### src/rtl/lsu_pkg.sv
// Shared types for the LSU data-cache port: funct3 encodings, FSM states and
// the request record carried through the issue queue.
package lsu_pkg;

  localparam logic [2:0] F3_B  = 3'b000;
  localparam logic [2:0] F3_H  = 3'b001;
  localparam logic [2:0] F3_W  = 3'b010;
  localparam logic [2:0] F3_BU = 3'b100;
  localparam logic [2:0] F3_HU = 3'b101;

  // Tag width of the queued record; the top-level TAG_W defaults to this.
  localparam int LSU_TAG_W = 5;

  typedef enum logic [1:0] {
    IDLE,
    ISSUE,
    WAIT,
    RESP
  } lsu_state_e;

  typedef struct packed {
    logic                 store;
    logic [2:0]           funct3;
    logic [31:0]          addr;
    logic [31:0]          wdata;
    logic [LSU_TAG_W-1:0] tag;
  } lsu_req_t;

endpackage

### src/rtl/lsu_req_fifo.sv
// In-order request queue of lsu_req_t entries with a synchronous clear.
// The head entry is presented combinationally on rdata.
module lsu_req_fifo
  import lsu_pkg::*;
#(
  parameter int DEPTH = 4
) (
  input  logic     clk,
  input  logic     rst_n,
  input  logic     push,
  input  logic     pop,
  input  logic     clear,
  input  lsu_req_t wdata,
  output lsu_req_t rdata,
  output logic     full,
  output logic     empty
);

  localparam int AW = $clog2(DEPTH);

  lsu_req_t      mem [DEPTH];
  logic [AW-1:0] wr_ptr;
  logic [AW-1:0] rd_ptr;
  logic [AW:0]   count;
  logic          do_push;
  logic          do_pop;

  assign full    = (count == (AW+1)'(DEPTH));
  assign empty   = (count == '0);
  assign do_pop  = pop && !empty && !clear;
  assign do_push = push && !clear && (!full || do_pop);
  assign rdata   = mem[rd_ptr];

  // NOTE: registers use <= so every flop samples pre-edge values and updates together.
  always_ff @(posedge clk or negedge rst_n) begin
    if (!rst_n) begin
      wr_ptr <= '0;
      rd_ptr <= '0;
      count  <= '0;
    end else if (clear) begin
      wr_ptr <= '0;
      rd_ptr <= '0;
      count  <= '0;
    end else begin
      if (do_push) wr_ptr <= wr_ptr + 1'b1;
      if (do_pop)  rd_ptr <= rd_ptr + 1'b1;
      if (do_push && !do_pop)      count <= count + 1'b1;
      else if (do_pop && !do_push) count <= count - 1'b1;
    end
  end

  // NOTE: storage is not reset; an entry is only read after it has been written.
  always_ff @(posedge clk) begin
    if (do_push) mem[wr_ptr] <= wdata;
  end

endmodule

### src/rtl/lsu_dcache_port.sv
// LSU back-end: queues load/store ops, drives the data cache one op at a time
// and returns extended load data or a store acknowledge with the op's tag.
module lsu_dcache_port
  import lsu_pkg::*;
#(
  parameter int FIFO_DEPTH = 4,
  parameter int TAG_W      = LSU_TAG_W
) (
  input  logic             clk,
  input  logic             rst_n,
  input  logic             req_valid,
  output logic             req_ready,
  input  logic             req_store,
  input  logic [2:0]       req_funct3,
  input  logic [31:0]      req_addr,
  input  logic [31:0]      req_wdata,
  input  logic [TAG_W-1:0] req_tag,
  output logic             resp_valid,
  input  logic             resp_ready,
  output logic             resp_store,
  output logic [TAG_W-1:0] resp_tag,
  output logic [31:0]      resp_data,
  input  logic             flush,
  output logic [31:0]      dc_address,
  output logic [3:0]       dc_we,
  output logic [31:0]      dc_wdata,
  input  logic [31:0]      dc_rdata,
  input  logic             dc_valid
);

  function automatic logic [3:0] store_be(input logic [2:0] f3);
    case (f3)
      F3_B:    return 4'b0001;
      F3_H:    return 4'b0011;
      default: return 4'b1111;
    endcase
  endfunction

  function automatic logic [31:0] load_ext(input logic [2:0] f3, input logic [31:0] d);
    case (f3)
      F3_B:    return {{24{d[7]}}, d[7:0]};
      F3_H:    return {{16{d[15]}}, d[15:0]};
      F3_BU:   return {24'h0, d[7:0]};
      F3_HU:   return {16'h0, d[15:0]};
      default: return d;
    endcase
  endfunction

  lsu_req_t         push_req;
  lsu_req_t         head;
  logic             q_full;
  logic             q_empty;
  logic             q_pop;
  lsu_state_e       state;
  logic             cur_store;
  logic [2:0]       cur_funct3;
  logic [TAG_W-1:0] cur_tag;

  assign req_ready = !q_full;
  assign push_req  = '{store: req_store, funct3: req_funct3, addr: req_addr,
                       wdata: req_wdata, tag: req_tag};
  assign q_pop     = (state == IDLE) && !q_empty && !flush;

  lsu_req_fifo #(.DEPTH(FIFO_DEPTH)) u_fifo (
    .clk   (clk),
    .rst_n (rst_n),
    .push  (req_valid && req_ready),
    .pop   (q_pop),
    .clear (flush),
    .wdata (push_req),
    .rdata (head),
    .full  (q_full),
    .empty (q_empty)
  );

  // A flushed load is abandoned silently; a store always acknowledges since
  // the cache may already have been written.
  always_ff @(posedge clk or negedge rst_n) begin
    if (!rst_n) begin
      state      <= IDLE;
      dc_address <= '0;
      dc_we      <= '0;
      dc_wdata   <= '0;
      resp_valid <= 1'b0;
      resp_store <= 1'b0;
      resp_tag   <= '0;
      resp_data  <= '0;
      cur_store  <= 1'b0;
      cur_funct3 <= '0;
      cur_tag    <= '0;
    end else begin
      case (state)
        IDLE: begin
          if (q_pop) begin
            dc_address <= head.addr;
            dc_wdata   <= head.wdata;
            dc_we      <= head.store ? store_be(head.funct3) : 4'b0000;
            cur_store  <= head.store;
            cur_funct3 <= head.funct3;
            cur_tag    <= head.tag;
            state      <= ISSUE;
          end
        end
        ISSUE: begin
          // dc_valid may still describe the previous address this cycle.
          state <= (flush && !cur_store) ? IDLE : WAIT;
        end
        WAIT: begin
          if (flush && !cur_store) begin
            state <= IDLE;
          end else if (dc_valid) begin
            resp_data  <= cur_store ? 32'h0 : load_ext(cur_funct3, dc_rdata);
            resp_tag   <= cur_tag;
            resp_store <= cur_store;
            resp_valid <= 1'b1;
            dc_we      <= 4'b0000;
            state      <= RESP;
          end
        end
        RESP: begin
          if (resp_ready) begin
            resp_valid <= 1'b0;
            state      <= IDLE;
          end
        end
        default: state <= IDLE;
      endcase
    end
  end

endmodule

### config.mk
export PLATFORM = sky130hd
export DESIGN_NAME = lsu_dcache_port
export DESIGN_NICKNAME = d
export VERILOG_FILES = /design/src/rtl/lsu_pkg.sv /design/src/rtl/lsu_req_fifo.sv /design/src/rtl/lsu_dcache_port.sv
export SDC_FILE = /design/constraint.sdc
export NUM_CORES = 1
export LEC_CHECK = 0
export ABC_AREA = 1
export CORE_MARGIN = 2
export CORE_UTILIZATION = 35
export DETAILED_ROUTE_END_ITERATION = 6
export PLACE_DENSITY_LB_ADDON = 0.05
export SYNTH_ARGS = -nofsm -noshare
export SYNTH_HDL_FRONTEND = slang
export SYNTH_SLANG_ARGS = --single-unit
### constraint.sdc
create_clock -name clk -period 4.5 [get_ports clk]
set_input_delay 1.35 -clock clk [delete_from_list [all_inputs] [get_ports clk]]
set_output_delay 1.35 -clock clk [all_outputs]
set_load 0.01 [all_outputs]
; Yosys cells after proc, flatten, opt, wreduce, memory -nomap -nowiden
; Memory sizes are Yosys's and may differ from the RTL's.
; Index checks and enable logic that the tools add are counted.
[classes]
add_sub_neg = 4
muxes = 27
shifts = 0
bitwise_logic = 1
n_lt_le_gt_ge = 0
n_reduce_logical = 31
multipliers = 0
eq_ne = 13
div = 0
[op_table]
columns = operator, count
row1 = 32-bit one-hot mux with 4 select lines, 1
row2 = 32-bit 2-to-1 mux, 1
row3 = 2-bit 2-to-1 mux, 9
row4 = 4-bit 2-to-1 mux, 4
row5 = 4-bit one-hot mux with 2 select lines, 2
row6 = 1-bit logical AND, 10
row7 = 3-bit == test (second input constant), 3
row8 = 3-bit zero test, 3
row9 = 3-bit 2-to-1 mux, 3
row10 = 2-bit one-hot mux with 4 select lines, 1
row11 = 4-bit AND reduction, 2
row12 = 2-bit nonzero test, 4
row13 = 3-bit by 1-bit == test with 1-bit output (second input constant), 2
row14 = 1-bit zero test, 6
row15 = 2-bit != test (second input constant), 3
row16 = 3-bit AND reduction, 2
row17 = 1-bit 2-to-1 mux, 5
row18 = 2-bit by 1-bit adder with 2-bit output (second input constant), 2
row19 = 2-bit == test (second input constant), 2
row20 = 3-bit by 1-bit adder with 3-bit output (second input constant), 1
row21 = 3-bit != test (second input constant), 1
row22 = 3-bit nonzero test, 1
row23 = 3-bit by 1-bit subtractor with 3-bit output (second input constant), 1
row24 = 2-bit by 1-bit == test with 1-bit output (second input constant), 1
row25 = 6 further kinds, 6
[word_totals]
ff_bits = 125
latch_bits = 0
ramBits = 292
out_inout_bits = 108
mem_bits_ro = 0
input_bits = 111
mem_count = 1
[memory_table]
columns = name, depth, word_bits, rd, rd_ports_with_merged_regs, write_ports, line
row1 = u_fifo.mem, 4, 73, 1, 0, 1, lsu_req_fifo.sv:21  ; lsu_req_t mem [DEPTH];

; Longest topological paths before layout
[depth]
ltp_word = 13
depth_mapped = 11
ltp_nobuf = 11

; Hierarchy
; Synthesis repeated with hierarchy kept, for this count alone.
[hier_totals]
hier_cells = 1327
hier_area_um2 = 16040.4
[modules_own_cells]
columns = mod, cells_each, area_each_um2, seq_area_each_um2, n_inst
row1 = lsu_req_fifo, 777, 11307.1, 8943.6, 1
row2 = lsu_dcache_port, 550, 4733.3, 2927.8, 1

; Least setup slack after synthesis
; Ideal clock, no wire load.
[synth_timing]
kind = input -> register
start = input req_valid
end = memory u_fifo.mem[0][0] (netlist bit), enable pin
n_path_buf = 0
setup_slack_ns = -0.773
t_arrival_ns = 4.769
required_time_ns = 3.996
cell_stages = 4
path_cell_list = nand2_1 -> nor2_1 -> inv_1 -> nor2_1
[synth_via]
elab_chain_cells = 5
[synth_lines]
columns = element, line
row1 = from (decl), lsu_dcache_port.sv:11  ; input logic req_valid,
row2 = 1-bit logical AND, lsu_dcache_port.sv:67  ; .push (req_valid && req_ready),
row3 = 1-bit logical AND (2 in a row), lsu_req_fifo.sv:31  ; assign do_push = push && !clear && (!full || do_pop);
row4 = 1-bit 2-to-1 mux, lsu_req_fifo.sv:54  ; if (do_push) mem[wr_ptr] <= wdata;
row5 = 1-bit 2-to-1 mux (implied by the code), lsu_req_fifo.sv:54
row6 = to (decl), lsu_req_fifo.sv:21
; Every way passes these cells.

; Worst setup path in the final report
[layout_timing]
start = register u_fifo.count[1]
end = output req_ready
[layout_via]
elab_chain_cells = 2
[layout_lines]
columns = element, line
row1 = from (decl), lsu_req_fifo.sv:24  ; logic [AW:0] count;
row2 = from (signal assigned), lsu_req_fifo.sv:47  ; if (do_push && !do_pop) count <= count + 1'b1;
row3 = from (signal assigned), lsu_req_fifo.sv:48  ; else if (do_pop && !do_push) count <= count - 1'b1;
row4 = 3-bit == test, lsu_req_fifo.sv:28  ; assign full = (count == (AW+1)'(DEPTH));
row5 = 1-bit zero test, lsu_dcache_port.sv:59  ; assign req_ready = !q_full;
row6 = to (decl), lsu_dcache_port.sv:12  ; output logic req_ready,
; Every way passes these cells.

==> results.cfg <==
[status]
status = finished clean

[sta]
setup-violations-final = 0
grt_setup_unrepaired = no
period_share_pct = 69.4
setup_ws_ps = 1380
timing.fmax_ghz = 0.320
clock_skew_ps = 18.6
fin_crit_ps = 3120
relSlewSlack_pct = 33.3
slew_viol_final = 0
worstMarginPinSlew_ps = 1000
hold_violations = 0

[detailed_routing]
via_per_inst = 4.78
num_vias = 10100
dr.pass1.iters = 4
drtIter0Drc = 636
drc = 0
wl_um = 39600
routedWlPerCell_um = 18.7
ant_nets = 0

[clocking]
path_clk_slew_ps = 60
clockBufferDepth = 3
cts_root_buf = clkbuf_16
cts_tree = built
cts-htree-levels = 2
clk_latency_ps = 560
clkSinkCount = 416
hold_buffers = 0
cts_buffers = 46
post_cts_buffers = 0
cts_resized = 0

[finish]
design_area_um2 = 20200
antennaDiodeCount = 0
nets = 1603
post-route-util_pct = 45.6
drive_gt1_share_pct = 7.61
synthToLayoutAreaGrowth_pct = 28.1

[yosys]
yosysSeqAreaShare_pct = 75.2
synth_compound_area_share_pct = 9.85
yosys.area_share.simple_pct = 11.4
ys_top_cells_by_area = edfxtp_1 56%, dfrtp_1 20%, nand2_1 6.5%
synth-edff-count = 292
synthAdderAreaFrac_pct = 0.444
synth-main-ff-cell = edfxtp_1
synth_top_area_share_pct = 55.6
syn_nets = 1383
synth_top_family_by_area = simple AND/OR/NAND/NOR gates
syn-cell-area_um2 = 15800
ys_types = 28
post_synth_xor_area_fraction_pct = 0.0555
postSynth.asyncResetShare_pct = 29.8
netlist_instances = 1267
ys_top_cells_by_count = 292 x edfxtp_1, 272 x nand2_1, 172 x o21ai_0
synth_mux_area_share_pct = 0
synth.most_common_cell = edfxtp_1
yosysWarnings = 0
postSynthAreaPerCell_um2 = 12.5
yosys.area.top_type = edfxtp_1
ys_ff_latch = 416

[pwr]
pwr_density_cell_nw_per_um2 = 596
p_clk_share_pct = 30.5
p_seq_share_pct = 42.4
power_switching_share_pct = 30.4
irDropWorstVdd_mv = 0.277
power.leakage_nw = 7.64
pwr-share-comb_pct = 27.1
total_power_w = 0.0121
p_switching_w = 0.00367
p_int_w = 0.00838

[floorplanning]
dieArea_um2 = 46800
io_pins = 219
start_util_pct = 35.6
die_h_um = 216
row_count = 77
coreArea_um2 = 44300
die_w_um = 216

[critical_path]
cp_slowest_stage_delay_ps = 510
path_cells = nor2_1 > nand2_1 > clkdlybuf4s50_1
required_ps = 3150
worst_setup_path_end_kind = primary output
start_kind = register
crit_type = register to primary output
crit_fanout = 3
slowest_stage = clkdlybuf4s50_1
crit_arrival_ps = 1770

[global_routing]
grtUsageMet1_pct = 22.9
antenna_found_initial = 2
gr-usage-met2_pct = 27.8
met3_usage_pct = 4.27
overflow = 0
grt_busiest_layer = met2
grt_pass1_wl_um = 61400
first_global_vias = 10200
gr-usage-all-layers_pct = 17.0
grt_max_degree = 91

[placement]
gp_congestion = 0.720
place_area_um2 = 18700
dp_hpwl_um = 23300
post-place-ws_ps = 873
io_buffers = 218

[flow_run]
drv_cap = 0

[hold_path]
hp-class = register to register
==> power groups by stage <==
stage / Clock (W) / Sequential [W] / Combinational [W]
finish: 0.00367 / 0.00511 / 0.00327
global route: 0.00395 / 0.00519 / 0.00365
CTS: 0.00379 / 0.00512 / 0.00335
detailed placement: 0 / 0.00518 / 0.00334
global placement: 0 / 0.00518 / 0.00333
floorplan: 0 / 0.00531 / 0.00158
==> flip-flops by register name, indices dropped and copies added, names as in the netlist, 3 cells and up <==
signal and count:
resp_tag 5, u_fifo.mem 292, resp_data 32, dc_wdata 32, dc_we 3, cur_funct3 3, dc_address 32, cur_tag 5
u_fifo.count 3
==> cells in the final DEF, fill, tap and decap left out, types with 2 or more instances in the layout <==
| master | count |
|---|---|
| a21oi_1 | 15 |
| a22o_1 | 7 |
| buf_12 | 11 |
| buf_4 | 13 |
| bufinv_16 | 2 |
| clkbuf_1 | 18 |
| clkbuf_16 | 49 |
| clkbuf_8 | 6 |
| clkdlybuf4s50_1 | 217 |
| clkinv_1 | 5 |
| clkinv_2 | 6 |
| dfrtp_1 | 122 |
| edfxtp_1 | 292 |
| ha_1 | 4 |
| inv_1 | 31 |
| inv_2 | 2 |
| nand2_1 | 272 |
| nand2_2 | 2 |
| nand2_4 | 2 |
| nand3_1 | 13 |
| nor2_1 | 162 |
| nor2_4 | 6 |
| o21ai_0 | 172 |
| o21ai_1 | 5 |
| o21ai_2 | 10 |
| o22ai_1 | 70 |
==> layout make-up <==
type,instances,area [µm²]
fillers,4101,24100
flip-flops and latches,416,11900
multi-input cells,746,3470
repair buffers,242,2500
clock buffers,73,1380
well taps,592,741
inverters,35,135
clock inverters,13,113
==> worst max-delay path: cells and delay by family, from the launching register on <==
family                 cells  cell delay, ps
buffers and inverters      1             510
AND/OR/NAND/NOR            2             310
flip-flops                 1             400
==> cell families (layout without fill, tap and decap cells) <==
kind of cell / after synthesis / count (layout)
and+or+nand+nor: 460 / 460
DFF: 416 / 416
AOI/OAI and AO/OA: 280 / 280
buffers and inverters: 105 / 363
adders and majority gates: 5 / 5
xor gates and xnor gates: 1 / 1
==> final timing paths <==
kind                                  start      endpoint  slack, ps  cells after the start
max                         u_fifo.count[1]     req_ready       1380                      3
min                            dc_wdata[12]  dc_wdata[12]        470                      2
max reg2reg                u_fifo.rd_ptr[0]  dc_wdata[10]       1780                      6
min reg2reg                    dc_wdata[12]  dc_wdata[12]        470                      2
max in group asynchronous             rst_n  dc_wdata[18]       2840                      2
min in group asynchronous             rst_n  resp_data[6]        900                      1
==> through the flow <==
stage	cells	TNS, ps	hold WS, ps
final	2117	0	475
after global routing	2117	0	492
after CTS	2117	0	480
after detailed placement	2031	0	465
after global placement	2031	0	464
after floorplan	1267	-225820	483
==> layer usage <==
metal / part of all wire [%] / wire length (µm)
met5: 0.068 / 27
met4: 1.3 / 534
met3: 5.1 / 2020
met2: 48 / 18900
met1: 46 / 18100
(Power assumes the default switching activity.)
